==> src/rtl/drfm_pkg.sv <==
// drfm_pkg: shared definitions for the DRFM mode controller.
//   - display mode codes (ST_WAIT, ST_LOAD, ST_ERR)
//   - bit positions of the effect enables inside the RUN mode code
//   - FSM state enumeration
//   - run_code(): builds the RUN-state display code from the three enables
package drfm_pkg;

  localparam logic [3:0] ST_WAIT = 4'b0000;
  localparam logic [3:0] ST_LOAD = 4'b0100;
  localparam logic [3:0] ST_ERR  = 4'b1111;

  localparam int DELAY_BIT   = 0;
  localparam int SCALE_BIT   = 1;
  localparam int DOPPLER_BIT = 3;

  typedef enum logic [1:0] {
    RUN  = 2'd0,
    LOAD = 2'd1,
    ERR  = 2'd2
  } fsm_t;

  // RUN display code: enables dropped into their bit positions, bit 2 stays 0
  // so a RUN code can never alias ST_LOAD or ST_ERR.
  function automatic logic [3:0] run_code(input logic delay, input logic scale,
                                          input logic doppler);
    logic [3:0] code;
    code              = ST_WAIT;
    code[DELAY_BIT]   = delay;
    code[SCALE_BIT]   = scale;
    code[DOPPLER_BIT] = doppler;
    return code;
  endfunction

endpackage

==> src/rtl/drfm_mode_controller_debounce.sv <==
// button_debounce: one front-panel push-button conditioner.
//   clk     in  system clock
//   reset   in  asynchronous active-high reset (button reads released)
//   btn_n   in  raw active-low button pin, asynchronous to clk
//   press   out one-cycle pulse on the accepted released->pressed transition
// The pin passes a 2-FF synchroniser; the accepted level only follows the
// synchronised level after DEBOUNCE_CYCLES consecutive cycles of disagreement.
// Releases are debounced the same way but produce no pulse.
module button_debounce #(
  parameter int DEBOUNCE_CYCLES = 500000
) (
  input  logic clk,
  input  logic reset,
  input  logic btn_n,
  output logic press
);

  localparam int CW = $clog2(DEBOUNCE_CYCLES + 1);
  localparam logic [CW-1:0] CNT_LAST = CW'(DEBOUNCE_CYCLES - 1);

  logic          sync1_reg;
  logic          sync2_reg;
  logic          pressed_reg;
  logic          press_reg;
  logic [CW-1:0] cnt_reg;
  logic          raw_pressed;

  assign raw_pressed = ~sync2_reg;

  always_ff @(posedge clk or posedge reset) begin
    if (reset) begin
      sync1_reg   <= 1'b1;
      sync2_reg   <= 1'b1;
      pressed_reg <= 1'b0;
      press_reg   <= 1'b0;
      cnt_reg     <= '0;
    end else begin
      sync1_reg <= btn_n;
      sync2_reg <= sync1_reg;
      press_reg <= 1'b0;
      if (raw_pressed == pressed_reg) begin
        // any bounce back to the accepted level restarts the qualification
        cnt_reg <= '0;
      end else if (cnt_reg >= CNT_LAST) begin
        // this is the DEBOUNCE_CYCLES-th consecutive differing cycle
        pressed_reg <= raw_pressed;
        press_reg   <= raw_pressed;
        cnt_reg     <= '0;
      end else begin
        cnt_reg <= cnt_reg + 1'b1;
      end
    end
  end

  assign press = press_reg;

endmodule

==> src/rtl/drfm_mode_controller.sv <==
// drfm_mode_controller: DRFM operating-mode sequencer.
//   clk            in  system clock
//   reset          in  asynchronous active-high reset
//   btn_*_n        in  delay/scale/doppler/load push-buttons, active-low, async
//   load_done      in  one-cycle pulse: sample buffer filled
//   state          out 4-bit display mode code (registered)
//   delay_en/scale_en/doppler_en  out effect enables
//   load_start     out one-cycle pulse: datapath begins buffer fill
//   cfg_strobe     out one-cycle pulse the cycle after any enable changes
// Build option: define DRFM_LOAD_TIMEOUT_EN to add the LOAD timeout counter and
// the ERR state. Without it, LOAD waits for load_done indefinitely.
module drfm_mode_controller
  import drfm_pkg::*;
#(
  parameter int DEBOUNCE_CYCLES = 500000,
  parameter int LOAD_TIMEOUT    = 50000000
) (
  input  logic       clk,
  input  logic       reset,
  input  logic       btn_delay_n,
  input  logic       btn_scale_n,
  input  logic       btn_doppler_n,
  input  logic       btn_load_n,
  input  logic       load_done,
  output logic [3:0] state,
  output logic       delay_en,
  output logic       scale_en,
  output logic       doppler_en,
  output logic       load_start,
  output logic       cfg_strobe
);

  // press_vec / en_* bit order: 0 delay, 1 scale, 2 doppler, 3 load
  localparam int P_LOAD = 3;

  logic [3:0] btn_n_vec;
  logic [3:0] press_vec;

  assign btn_n_vec = {btn_load_n, btn_doppler_n, btn_scale_n, btn_delay_n};

  genvar gi;
  generate
    for (gi = 0; gi < 4; gi++) begin : g_btn
      button_debounce #(
        .DEBOUNCE_CYCLES(DEBOUNCE_CYCLES)
      ) u_debounce (
        .clk  (clk),
        .reset(reset),
        .btn_n(btn_n_vec[gi]),
        .press(press_vec[gi])
      );
    end
  endgenerate

  fsm_t       fsm_reg, fsm_next;
  logic [2:0] en_reg, en_next;
  logic [2:0] en_d_reg;
  logic [3:0] mode_reg, mode_next;
  logic       load_start_reg, load_start_next;
  logic       cfg_strobe_reg;
  logic       tmo_hit;

`ifdef DRFM_LOAD_TIMEOUT_EN
  localparam int TW = (LOAD_TIMEOUT > 1) ? $clog2(LOAD_TIMEOUT) : 1;
  localparam logic [TW-1:0] TMO_LAST = TW'(LOAD_TIMEOUT - 1);

  logic [TW-1:0] tmo_reg, tmo_next;

  assign tmo_hit = (tmo_reg == TMO_LAST);

  // Counts only while staying in LOAD; any entry into LOAD starts from zero.
  always_comb begin
    tmo_next = '0;
    if (fsm_reg == LOAD && fsm_next == LOAD) begin
      tmo_next = tmo_hit ? tmo_reg : tmo_reg + 1'b1;
    end
  end

  always_ff @(posedge clk or posedge reset) begin
    if (reset) begin
      tmo_reg <= '0;
    end else begin
      tmo_reg <= tmo_next;
    end
  end
`else
  assign tmo_hit = 1'b0;
`endif

  always_comb begin
    fsm_next        = fsm_reg;
    en_next         = en_reg;
    load_start_next = 1'b0;
    mode_next       = ST_WAIT;

    case (fsm_reg)
      RUN: begin
        // load has priority; same-cycle toggle presses are dropped
        if (press_vec[P_LOAD]) begin
          fsm_next        = LOAD;
          load_start_next = 1'b1;
        end else begin
          en_next = en_reg ^ press_vec[2:0];
        end
      end
      LOAD: begin
        // load_done beats a timeout expiring in the same cycle
        if (load_done) begin
          fsm_next = RUN;
        end else if (tmo_hit) begin
          fsm_next = ERR;
          en_next  = '0;
        end
      end
      ERR: begin
        en_next = '0;
        if (press_vec[P_LOAD]) begin
          fsm_next        = LOAD;
          load_start_next = 1'b1;
        end
      end
      default: begin
        fsm_next = RUN;
        en_next  = '0;
      end
    endcase

    // display code tracks the next state so it changes with the FSM
    case (fsm_next)
      RUN:     mode_next = run_code(en_next[0], en_next[1], en_next[2]);
      LOAD:    mode_next = ST_LOAD;
      ERR:     mode_next = ST_ERR;
      default: mode_next = ST_WAIT;
    endcase
  end

  always_ff @(posedge clk or posedge reset) begin
    if (reset) begin
      fsm_reg        <= RUN;
      en_reg         <= '0;
      en_d_reg       <= '0;
      mode_reg       <= ST_WAIT;
      load_start_reg <= 1'b0;
      cfg_strobe_reg <= 1'b0;
    end else begin
      fsm_reg        <= fsm_next;
      en_reg         <= en_next;
      en_d_reg       <= en_reg;
      mode_reg       <= mode_next;
      load_start_reg <= load_start_next;
      // compares against the delayed copy, so the strobe trails the change
      cfg_strobe_reg <= (en_reg != en_d_reg);
    end
  end

  assign state      = mode_reg;
  assign delay_en   = en_reg[0];
  assign scale_en   = en_reg[1];
  assign doppler_en = en_reg[2];
  assign load_start = load_start_reg;
  assign cfg_strobe = cfg_strobe_reg;

endmodule

==> config.mk <==
export PLATFORM = sky130hd
export DESIGN_NAME = drfm_mode_controller
export DESIGN_NICKNAME = d
export VERILOG_FILES = /design/src/rtl/drfm_pkg.sv /design/src/rtl/drfm_mode_controller_debounce.sv /design/src/rtl/drfm_mode_controller.sv
export SDC_FILE = /design/constraint.sdc
export NUM_CORES = 1
export LEC_CHECK = 0
export CELL_PAD_IN_SITES_DETAIL_PLACEMENT = 1
export CELL_PAD_IN_SITES_GLOBAL_PLACEMENT = 1
export CORE_AREA = 2 2 134 110
export CTS_CLUSTER_DIAMETER = 120
export DETAILED_ROUTE_END_ITERATION = 6
export DIE_AREA = 0 0 136 112
export GPL_ROUTABILITY_DRIVEN = 0
export HOLD_SLACK_MARGIN = 0.02
export MAX_ROUTING_LAYER = met4
export PLACE_DENSITY_LB_ADDON = 0.05
export SLEW_MARGIN = 15
export SYNTH_ARGS = -nofsm -noshare
export SYNTH_HDL_FRONTEND = slang
export SYNTH_SLANG_ARGS = --single-unit
==> constraint.sdc <==
create_clock -name clk -period 3.1 [get_ports clk]
set_input_delay 0.465 -clock clk [delete_from_list [all_inputs] [get_ports clk]]
set_output_delay 0.465 -clock clk [all_outputs]
set_load 0.1 [all_outputs]
Word level (Yosys, flattened, before mapping)
Cells that the tools add are included. W data, S select, Z words.

Mux-type cells: 24. $lt $le $gt $ge: 4. Bitwise gates (word level): 9. $add $sub $neg: 4. Equal/unequal tests: 9. Reduce and logical (&&, ||, !) cells: 7.

Operator list (count): $mux W19 (8); $add A19 B1 Y19 const B (4); $ge A19 B19 Y1 const B (4); $pmux W4 S3 (1); $mux W1 (10); $not A1 Y1 (8); $reduce_and A2 Y1 (4); $pmux W3 S2 (1); $eq A1 B1 Y1 (4); $eq A2 B1 Y1 const B (2); $eq A2 B2 Y1 const B (2); $logic_not A2 Y1 (2); $mux W2 (2); $pmux W2 S2 (1); $mux W3 (1); $ne A3 B3 Y1 (1); $xor A3 B3 Y3 (1); $reduce_or A2 Y1 (1).

Register bits: 106. Output and inout bits: 9. Logic and storage cells: 83.

Depth between registers and ports, before layout
Depth after elaboration: 5. Depth in mapped cells: 8.

By module
A second synthesis with hierarchy kept.

Cells, all modules: 509. Area total of the unflattened synthesis: 5962.0 um2.

Modules (own cells, without submodules): button_debounce (area each 1343.8 um2, cells an instance 115, instances 4); drfm_mode_controller (area each 586.8 um2, cells an instance 49, instances 1).

Least setup slack after synthesis
OpenSTA, ideal clock, no wires.

Path kind: reg-to-reg. From: register g_btn[1].u_debounce.cnt_reg[10]. To: register g_btn[1].u_debounce.cnt_reg[10]. Setup time: 119 ps. Cell stages (with the launch flop): 8. Required time: 2981 ps. Buffers on the path: 2. Arrival: 2041 ps. Clock period less this slack: 2159 ps. Path slack: 941 ps. Cells stage by stage: dfrtp_1 -> or4_1 -> or4_1 -> a31oi_1 -> or3_1 -> buf_6 -> buf_12 -> nor2_1.

Word-level cells in the longest chain between the ends: 3. Elaborated cells between the ends (all ways): 4. Those cells by class: add/sub (1); order compare (1); mux (2).

Ends and longest elaborated chain: start: declaration (RTL line drfm_mode_controller_debounce.sv:25) `logic [CW-1:0] cnt_reg;`; start signal: assignment (RTL line drfm_mode_controller_debounce.sv:50) `cnt_reg <= cnt_reg + 1'b1;`; $add A19 B1 Y19 or $ge A19 B19 Y1 (tied branches) (RTL line drfm_mode_controller_debounce.sv:50, drfm_mode_controller_debounce.sv:44); $mux W19 (*) (RTL line drfm_mode_controller_debounce.sv:44) `end else if (cnt_reg >= CNT_LAST) begin`; $mux W19 (*) (RTL line drfm_mode_controller_debounce.sv:41) `if (raw_pressed == pressed_reg) begin`.

Every way passes the cells marked *; elsewhere a longest branch is shown, timed or not. A chain may end at the register's enable or synchronous reset.

Final worst setup path
From: register g_btn[1].u_debounce.cnt_reg[10]. To: register g_btn[1].u_debounce.cnt_reg[15].

The elaborated chain is that of the path after synthesis.

==> metrics.cfg <==
[die]
num_rows=39
die_w_um=136
core_area_um2=14000
die_h_um=112
start_util_pct=34.1
die_area_um2=15200
ioPinCount=16

[logic_synthesis]
yosysTopAreaCell=dfrtp_1
synth_area_leaders=dfrtp_1, nor2_1, xnor2_1
synth_ff_type=dfrtp_1
synth_top_area_share_pct=51.6
mappedNetlistNets=479
syn_avg_cell_area_um2=10.2
synthArstFlopShare_pct=100
yosys_register_bits=106
yosysWarnings=0
yosys.cell_types.count=38
yosysSeqAreaShare_pct=56.0
synth_edf_count=0
netlist_area_um2=4760
synth_cells=467

[pwr]
power_density_nw_per_um2=500
ir_drop_mv=0.382
leakagePower_nw=2.39

[hold_path]
holdCritPathClass=flop to flop
whs_path_depth=0

[sta]
slew_headroom_pct=43.6
rsz0062_at_grt=false
fin_ws_ns=0.596
worst_slew_pin_slew_ns=0.844
period_share_pct=80.8
finalSetupViolCount=0
setup_tns_ns=0
period_minus_slack_ns=2.50
hold_viol=0
worst_clock_skew_ns=0.00701
fmax_mhz=399
report.final.slew_viol_count=0

[critical_path]
r2r_setup_slack_ns=0.60
cp_slowest_cell=or4_1
r2r-end=g_btn[1].u_debounce.cnt_reg[15]$_DFF_PP0_
worstSetupPathType=flop to flop
rr_worst_depth=6
rr_startpoint=g_btn[1].u_debounce.cnt_reg[10]$_DFF_PP0_
crit_fanout=12
max_stage_delay_ns=0.57
path_cells=or4_1 -> or4_1 -> a31oi_1 -> or3_1 -> buf_4 -> nor2_1
cp_data_required_time_ns=3.34
cp-end-kind=flop
start_kind=flop
cp_common_cell=or4_1
crit_start=g_btn[1].u_debounce.cnt_reg[10]$_DFF_PP0_
cp_data_arrival_time_ns=2.74
endpoint=g_btn[1].u_debounce.cnt_reg[15]$_DFF_PP0_

[grt]
grt.met3_usage_pct=4.23
grt_pass1_wl_um=17100
grt-busiest-layer=met2
grt_overflow=0
met2_usage_pct=20.8
antenna_found_initial=0
grt.total_usage_pct=14.7
met1_usage_pct=20.5
grt_max_degree=37
grt_pass1_vias=3377

[place]
dp.final_hpwl_um=6810
io_buffers=15
place_worst_setup_slack_ns=0.626

[job]
max_cap_violations=0

[routing]
drc=0
drt-total-wl_um=9790
antenna_left=0
drtIter0Drc=112
wl_per_cell_um=14.4
via_per_inst=4.79
firstDrtPassIters=4
vias=3261

[layout]
syn_to_final_growth_pct=14.6
final_common_cell=nor2_1
largest_reg_flops=76
nNetsFinal=504
insertedDiodeCount=0
drive_gt1_share_pct=9.26
fillerInstances=1611
final_cell_mix=nor2_1, dfrtp_1, xnor2_1
multi_input_area_um2=1970
register_area_um2=2660

[cts]
clk_path_buf_depth=2
clock_latency_ns=0.35
cts_resized=0
cts_sinks=106
htreeDepth=3
clk_pin_slew_worst_paths_ns=0.07
ctsHoldBuffers=0
clk_root_buffer_cell=clkbuf_16
numCtsBuffers=9
cts_tree=done
post-cts-setup-buffer-count=0

[status]
status=finished clean

[final cells by class]
type	count	share of cell area (%)
flip-flops and latches	106	48.8
clock inverters	6	1.31
clock buffers	10	4.38
well taps	184	4.22
inverters	18	1.31
multi-input cells	335	36.2
repair buffers	22	3.76
[critical path: cells and delay by family (launching register included)]
| family | cells | cell delay, ns |
|---|---|---|
| AOI/OAI and AO/OA | 1 | 0.21 |
| and+or+nand+nor | 4 | 1.48 |
| DFF | 1 | 0.44 |
| buffers and inverters | 1 | 0.26 |
[synth_stat cells (5+ instances only)]
| library cell | number |
|---|---|
| nand3_1 | 37 |
| nand2_1 | 24 |
| a31oi_1 | 6 |
| clkbuf_1 | 6 |
| o21ai_0 | 6 |
| dfrtp_1 | 98 |
| dfstp_2 | 8 |
| nand4_1 | 10 |
| xnor2_1 | 38 |
| ha_1 | 5 |
| xor2_1 | 36 |
| inv_1 | 18 |
| a21oi_1 | 5 |
| nor3_1 | 10 |
| and3_1 | 16 |
| nor2_1 | 102 |
[where the power goes]
group / internal (mW) / leakage, nW / total [mW] / switching, mW
Sequential: 1.40 / 1.44 / 1.42 / 0.0196
Combinational: 0.0324 / 0.795 / 0.0925 / 0.0601
Clock: 0.659 / 0.151 / 1.21 / 0.550
[cell families (layout without fill, tap and decap cells)]
| kind of cell | Yosys count | in the layout | synth area share [%] |
|---|---|---|---|
| buf+inv | 26 | 56 | 2.55 |
| flops | 106 | 106 | 56.0 |
| mux | 3 | 3 | 0.631 |
| compound gates | 30 | 30 | 3.95 |
| xor+xnor | 74 | 74 | 13.6 |
| simple gates | 223 | 223 | 22.0 |
| fa+ha+maj | 5 | 5 | 1.32 |
[worst min path at each step]
stage,from,end
3_5_place_dp,g_btn[1].u_debounce.sync1_reg$_DFF_PP1_,g_btn[1].u_debounce.sync2_reg$_DFF_PP1_
5_1_grt,g_btn[2].u_debounce.sync1_reg$_DFF_PP1_,g_btn[2].u_debounce.sync2_reg$_DFF_PP1_
3_3_place_gp,g_btn[3].u_debounce.sync1_reg$_DFF_PP1_,g_btn[3].u_debounce.sync2_reg$_DFF_PP1_
4_1_cts,g_btn[2].u_debounce.sync1_reg$_DFF_PP1_,g_btn[2].u_debounce.sync2_reg$_DFF_PP1_
2_1_floorplan,g_btn[0].u_debounce.sync1_reg$_DFF_PP1_,g_btn[0].u_debounce.sync2_reg$_DFF_PP1_
6_report,g_btn[2].u_debounce.sync1_reg$_DFF_PP1_,g_btn[2].u_debounce.sync2_reg$_DFF_PP1_
[per-layer routing]
layer / wire (µm) / part of all wire, % / vias up
met5: 0 / 0 / -
li1: - / - / 1614
met1: 5200 / 53 / 1615
met2: 4160 / 42 / 22
met3: 304 / 3.1 / 10
met4: 126 / 1.3 / 0
[stage by stage]
step                      cells  hold slack (ns)  util (%)  area, µm²  power (mW)
after floorplan             467            0.345         -       4760        1.51
after global placement      665            0.345      36.8       5140        1.55
after CTS                   681            0.360      39.1       5450        2.78
after detailed placement    665            0.347      36.8       5140        1.55
after global routing        681            0.363      39.1       5450        2.85
final                       681            0.358      39.1       5450        2.73
No activity file was read; power rests on OpenSTA's default activity.
